**config.mk**
```make
export PLATFORM = sky130hd
export DESIGN_NAME = gen_counter_flat
export DESIGN_NICKNAME = d
export VERILOG_FILES = /design/src/rtl/gen_counter_if.sv /design/src/rtl/gen_counter.sv /design/src/flat_wrapper.sv
export SDC_FILE = /design/constraint.sdc
export NUM_CORES = 1
export LEC_CHECK = 0
export CORE_MARGIN = 1
export CORE_UTILIZATION = 23
export CTS_CLUSTER_DIAMETER = 200
export DETAILED_ROUTE_END_ITERATION = 7
export PLACE_DENSITY = 0.49
export SYNTH_ARGS = -nofsm -noshare
export SYNTH_HDL_FRONTEND = slang
export SYNTH_SLANG_ARGS = --single-unit
```
**constraint.sdc**
```tcl
create_clock -name clk -period 1.9 [get_ports clk]
set_input_delay 0.19 -clock clk [delete_from_list [all_inputs] [get_ports clk]]
set_output_delay 0.19 -clock clk [all_outputs]
set_load 0.02 [all_outputs]
```
**src/rtl/gen_counter_if.sv**
```systemverilog
// Counter control/status bundle: enable, load, mode in; count, terminal-count, saturate out.
// Pure wiring, no latency of its own.
// No backpressure: the counter consumes en/load on every edge it sees them.
interface gen_counter_if #(
  parameter int WIDTH = 4
);
  logic             en;
  logic             load;
  logic [WIDTH-1:0] load_val;
  logic [1:0]       mode;
  logic [WIDTH-1:0] cnt;
  logic             tc;
  logic             sat;

  modport master (output en, load, load_val, mode, input cnt, tc, sat);
  modport slave  (input en, load, load_val, mode, output cnt, tc, sat);
endinterface

```
**src/rtl/gen_counter.sv**
```systemverilog
// Prescaled up/down counter with wrap or saturate modes, clamped load and terminal-count pulse.
// Latency: cnt/tc/sat are registered, one clock after the edge that samples the cause.
// No backpressure: en/load are accepted on every edge; init overrides load, load overrides step.
module gen_counter #(
  parameter int               WIDTH    = 4,
  parameter logic [WIDTH-1:0] MAX      = {WIDTH{1'b1}},
  parameter int               PRESCALE = 1
) (
  input  logic          clk,
  input  logic          init,
  gen_counter_if.slave  bus
);

  localparam int            PW       = (PRESCALE > 1) ? $clog2(PRESCALE) : 1;
  localparam logic [PW-1:0] PRE_LAST = PW'(PRESCALE - 1);

  logic [PW-1:0]    pre_q, pre_nxt;
  logic [WIDTH-1:0] cnt_q, cnt_nxt;
  logic             tc_q, tc_nxt;
  logic             sat_q, sat_nxt;

  assign bus.cnt = cnt_q;
  assign bus.tc  = tc_q;
  assign bus.sat = sat_q;

  // Next-state: load beats a count step; tc is a pulse so it defaults low every cycle.
  always_comb begin
    cnt_nxt = cnt_q;
    pre_nxt = pre_q;
    tc_nxt  = 1'b0;
    sat_nxt = sat_q;
    if (bus.load) begin
      cnt_nxt = (bus.load_val > MAX) ? MAX : bus.load_val;
      pre_nxt = '0;
      sat_nxt = 1'b0;
    end else if (bus.en) begin
      if (pre_q == PRE_LAST) begin
        pre_nxt = '0;
        // A step that moves cnt always clears sat; only a blocked saturating step sets it.
        sat_nxt = 1'b0;
        case (bus.mode)
          2'b00: begin
            if (cnt_q == MAX) begin
              cnt_nxt = '0;
              tc_nxt  = 1'b1;
            end else begin
              cnt_nxt = cnt_q + 1'b1;
            end
          end
          2'b01: begin
            if (cnt_q == '0) begin
              cnt_nxt = MAX;
              tc_nxt  = 1'b1;
            end else begin
              cnt_nxt = cnt_q - 1'b1;
            end
          end
          2'b10: begin
            if (cnt_q < MAX) cnt_nxt = cnt_q + 1'b1;
            else             sat_nxt = 1'b1;
          end
          default: begin
            if (cnt_q != '0) cnt_nxt = cnt_q - 1'b1;
            else             sat_nxt = 1'b1;
          end
        endcase
      end else begin
        pre_nxt = pre_q + 1'b1;
      end
    end
  end

  // State register with synchronous init taking priority over everything else.
  always_ff @(posedge clk) begin
    if (init) begin
      cnt_q <= '0;
      pre_q <= '0;
      tc_q  <= 1'b0;
      sat_q <= 1'b0;
    end else begin
      cnt_q <= cnt_nxt;
      pre_q <= pre_nxt;
      tc_q  <= tc_nxt;
      sat_q <= sat_nxt;
    end
  end

endmodule

```
**src/flat_wrapper.sv**
```systemverilog
// flat-port wrapper written by rule: the top's interface ports become plain ports
module gen_counter_flat 
#(
  parameter int               WIDTH    = 4,
  parameter logic [WIDTH-1:0] MAX      = {WIDTH{1'b1}},
  parameter int               PRESCALE = 1
)
  (clk, init, bus_en, bus_load, bus_load_val, bus_mode, bus_cnt, bus_tc, bus_sat);
  gen_counter_if #(.WIDTH(WIDTH)) bus_i ();
  input  logic clk;
  input  logic init;
  input wire logic [$bits(bus_i.en)-1:0] bus_en;
  input wire logic [$bits(bus_i.load)-1:0] bus_load;
  input wire logic [$bits(bus_i.load_val)-1:0] bus_load_val;
  input wire logic [$bits(bus_i.mode)-1:0] bus_mode;
  output wire logic [$bits(bus_i.cnt)-1:0] bus_cnt;
  output wire logic [$bits(bus_i.tc)-1:0] bus_tc;
  output wire logic [$bits(bus_i.sat)-1:0] bus_sat;
  assign bus_i.en = bus_en;
  assign bus_i.load = bus_load;
  assign bus_i.load_val = bus_load_val;
  assign bus_i.mode = bus_mode;
  assign bus_cnt = bus_i.cnt;
  assign bus_tc = bus_i.tc;
  assign bus_sat = bus_i.sat;
  gen_counter #(.WIDTH(WIDTH), .MAX(MAX), .PRESCALE(PRESCALE)) u_core (.clk(clk), .init(init), .bus(bus_i));
endmodule
```
# --- Word level (Yosys, flattened, before mapping) ---
# Cells that the tools add are included.
op_classes:
  n_mux: 16
  n_addsub: 3
  reduce_logical: 10
  eq_ne: 5
  order_cmp: 2
  bitwise_logic: 2
op_table:
  columns: ["operator", "count"]
  rows:
  - ["two-way mux 4 bit", 8]
  - ["case mux 4 bit (3 select lines)", 1]
  - ["two-way mux 1 bit", 5]
  - ["nonzero test 5 bit", 1]
  - ["adder 4 x 1 -> 4 bit (second input constant)", 1]
  - ["== test 4 bit (second input constant)", 1]
  - ["greater-than comparator 4 bit (second input constant)", 1]
  - ["logical NOT 4 bit", 1]
  - ["less-than comparator 4 bit (second input constant)", 1]
  - ["case mux 1 bit (2 select lines)", 2]
  - ["AND reduction 4 bit", 1]
  - ["nonzero test 4 bit", 1]
  - ["OR reduction 2 bit", 2]
  - ["OR reduction 4 bit", 1]
  - ["subtractor 4 x 1 -> 4 bit (second input constant)", 1]
  - ["inequality test 3 x 2 -> 1 bit (second input constant)", 1]
  - ["== test 2 x 1 -> 1 bit (second input constant)", 1]
  - ["== test 2 bit (second input constant)", 1]
  - ["logical NOT 2 bit", 1]
  - ["inequality test 2 bit (second input constant)", 1]
  - ["inverter 1 bit", 2]
  - ["AND reduction 2 bit", 1]
  - ["nonzero test 2 bit", 1]
  - ["adder 1 bit (second input constant)", 1]
totals:
  output_inout_bits: 6
  in_bits: 10
  register_bits: 7
  elab_cells: 42

# --- Logic depth before layout (Yosys ltp) ---
depth:
  depth_word: 6
  depth_mapped: 6
  mapped_depth_nobuf: 6

# --- Least setup slack after synthesis ---
# OpenSTA, ideal clock, no wires.
synth_path:
  path_type: "register to register"
  startpoint: "register u_core.cnt_q[0] (netlist: u_core.bus.cnt[0])"
  endpoint: "register u_core.cnt_q[0] (netlist: u_core.bus.cnt[0])"
  arrival_time_ps: 1773
  t_required_ps: 1781
  stages_incl_launch_ff: 7
  path_buffers: 0
  synth_period_minus_slack_ps: 1891
  slack_ps: 9
  path_cell_list: "dfxtp_1 -> inv_1 -> ha_1 -> or3b_1 -> o311a_1 -> or2_0 -> o221a_1"
synth_via:
  elab_chain_len: 6
  elab_cells_between_ends: 17
  cone_classes: "2 x add/sub; 1 x order compare; 2 x eq/ne; 8 x mux; 4 x reduce/logical"
synth_rtl:
  columns: ["item", "line_no", "text"]
  rows:
  - ["from (decl)", "gen_counter.sv:18", "logic [WIDTH-1:0] cnt_q, cnt_nxt;"]
  - ["from (signal assigned)", "gen_counter.sv:81", "cnt_q <= cnt_nxt;"]
  - ["subtractor 4 x 1 -> 4 bit (tied with other cells)", "gen_counter.sv:55, gen_counter.sv:63", null]
  - ["two-way mux 4 bit (on tied branches)", null, null]
  - ["case mux 4 bit (3 select lines)", "gen_counter.sv:41", "case (bus.mode)"]
  - ["two-way mux 4 bit", "gen_counter.sv:37", "if (pre_q == PRE_LAST) begin"]
  - ["two-way mux 4 bit", "gen_counter.sv:36", "end else if (bus.en) begin"]
  - ["two-way mux 4 bit", "gen_counter.sv:32", "if (bus.load) begin"]
# Parallel ways exist; a longest one is shown, timed or not. The select of a mux whose other input is x is not followed.
# A chain may end at the register's enable or synchronous reset.

# --- Worst setup path after layout ---
layout_path:
  startpoint: "register u_core.cnt_q[1] (netlist: u_core.bus.cnt[1])"
  endpoint: "register u_core.cnt_q[1] (netlist: u_core.bus.cnt[1])"
# Same word-level chain as after synthesis.

==> impl_metrics.toml <==
[status]
outcome = "completed"

[timing]
tightest_slew_ns = 0.298
max_freq_mhz = 549
fin_skew_ns = 0.00609
hold_viol = 0
postLayoutSetupSlackWorst_ns = 0.0782
tns_ns = 0
slew_headroom = 0.796
drv_slew = 0
fin_crit_sh = 0.959
finalCriticalPeriod_ns = 1.82
setup_viol = 0

[layout]
drive_gt1_frac = 0.186
fin_nets = 120
fin_area_um2 = 896
diodes = 0
areaGrowthSynthToFinish_pct = 47.9
final_util = 0.362

[critical_path]
cp_top_family = "simple AND/OR/NAND/NOR gates"
crit_path_top_delay_cell = "or3b_4"
r2r_slack_ns = 0.08
path_max_fanout = 3
timing.critical_path.arrival_ns = 1.96
reg2reg_to = "u_core.bus.cnt[1]"
end_kind = "flip-flop"
crit-reg2reg-launch = "u_core.bus.cnt[1]"
cp-start-kind = "flip-flop"
path_class = "reg -> reg"
crit_chain = "inv_1 > ha_4 > or3b_4 > o311a_1 > or2_1 > o221a_1"
slowest_delay_ns = 0.37
cp.required_ns = 2.04
reg2regPathDepth = 6
critPathBufInv = 1

[synth]
ys_types = 37
synth_top_area_frac = 0.198
synth.avg_cell_area_um2 = 8.07
yosys_warnings = 0
yosysMostFrequentCell = "inv_1"
netlist_instances = 75
synth_ff_type = "dfxtp_1"
ys_top_cells_by_area = "dfxtp_1 20%, ha_1 12%, a21oi_1 5.8%"
synth_enable_flop_cells = 0
ys_ff_latch = 6
syn_area_um2 = 606
netlist_top_cells_count = "8 x inv_1, 7 x a21oi_1, 6 x dfxtp_1, 6 x ha_1, 5 x nor2_1"
synth_top_area_cell = "dfxtp_1"
async_reset_ff_frac = 0
seq_area_frac_synth = 0.198
synth_nets = 91

[routing]
drc_errors = 0
num_vias = 694
viasPerCell = 5.26
totalWireLength_um = 1630
wl_per_cell_um = 12.3
first_pass_iters = 4
drtIter0Drc = 19
drtAntennaViolNets = 0

[flow_run]
max_cap_viol_count = 0

[floorplan]
row_count = 18
num_io_pins = 16
start_util = 0.244
die_h_um = 53.3
dieArea_um2 = 2840
core-area_um2 = 2480
die_w_um = 53.3

[place]
io_buffers = 15
pre_cts_slack_ns = -0.111
dp_hpwl_um = 1270
gp_congestion = 0.776
post_dp_cell_area_um2 = 858

[global_route]
grtUsageTotal = 0.127
grt_pass1_wl_um = 2590
grt_max_degree = 13
first_global_vias = 581
overflow = 0
antenna_found_initial = 0

[min_path]
whs_path_depth = 2
min_from = "u_core.bus.sat"
worstHoldEndpoint = "u_core.bus.sat"
min_path_type = "reg -> reg"

[clocking]
cts.hold.buffers_added = 0
cts-buffers-inserted = 3
cts_root_buf = "clkbuf_4"
cts_resized = 0
postCtsSetupBuffers = 0
clock_latency_ns = 0.25
clk_pin_slew_ns = 0.05
clock-sinks = 6
cts_tree = "done"
max-clock-path-buffers = 2
htreeDepth = 1

[power]
vdd_drop_max_v = 0.000231
p_per_area_nw_per_um2 = 532
p_leak_uw = 0.000370
## per-layer routing
metal	share of wire	vias up	routed length [µm]	track usage
met1	0.47	314	768	0.169
met4	0.023	0	37	0.0833
li1	-	343	-	-
met2	0.42	32	677	0.185
met5	0	-	0	0
met3	0.088	5	144	0.0201
## where the power goes
part	total, µW	switching, µW	internal [µW]	leakage, µW
combinational	215	103	112	0.000307
clock	122	50.1	71.7	0.0000138
sequential	140	4.29	135	0.0000494
## worst max path at each step
stage	depth (start not counted)	from	slack, ns	endpoint
finish	6	u_core.bus.cnt[1]	0.08	u_core.bus.cnt[1]
detailed placement	6	bus_mode[1]	-0.11	u_core.bus.cnt[1]
global route	6	u_core.bus.cnt[0]	-0.005	u_core.bus.cnt[0]
CTS	6	u_core.bus.cnt[0]	0.05	u_core.bus.cnt[1]
floorplan	6	u_core.bus.cnt[0]	0.009	u_core.bus.cnt[0]
global placement	6	bus_mode[1]	-0.07	u_core.bus.cnt[1]
## registers in the layout (all words and copies together), names as in the netlist
signal          flops
u_core.bus.cnt      4
u_core.bus.sat      1
u_core.bus.tc       1
## worst min-delay path, cell delays in order, from the launching register on
cell and delay (ns):
dfxtp_1 0.30, nor2_1 0.09, a2111oi_0 0.06
## layout make-up
| cell class | count | area (µm²) |
|---|---|---|
| clock buffer | 3 | 22.5 |
| fill | 273 | 1580 |
| inverter | 8 | 30.0 |
| multi-input combinational | 58 | 445 |
| sequential | 6 | 120 |
| tap | 30 | 37.5 |
| timing repair buffer | 27 | 240 |
## stage by stage
stage | power [µW] | std cells | hold slack, ns
4_1_cts | 468 | 132 | 0.506
5_1_grt | 507 | 132 | 0.543
3_5_place_dp | 344 | 129 | 0.501
2_1_floorplan | 258 | 75 | 0.262
6_report | 476 | 132 | 0.504
3_3_place_gp | 346 | 129 | 0.495
## cells by family after synthesis
kind of cell    Yosys count  synth area share
compound gates           28             0.337
flops                     6             0.198
fa+ha+maj                 6             0.124
simple gates             23             0.236
xor+xnor                  1            0.0145
buf+inv                  11            0.0909
## cells in the final DEF, fill, tap and decap left out, drive strengths merged
cell / instances
a2111oi: 1
a21boi: 1
a21oi: 7
a221oi: 1
a311oi: 1
a31oi: 1
and3b: 1
and4b: 1
buf: 12
clkbuf: 3
clkdlybuf4s50: 15
dfxtp: 6
ha: 6
inv: 8
nand2: 3
nand2b: 1
nand3: 1
nand4: 1
nor2: 5
nor2b: 2
nor3b: 1
nor4: 1
nor4b: 2
o211a: 1
o21ai: 3
o21bai: 1
o221a: 2
o22ai: 2
o2bb2ai: 1
o311a: 1
o311ai: 2
o31a: 1
o31ai: 2
or2: 1
or3: 2
or3b: 1
xnor2: 1
Power figures use the tool's default switching activity.
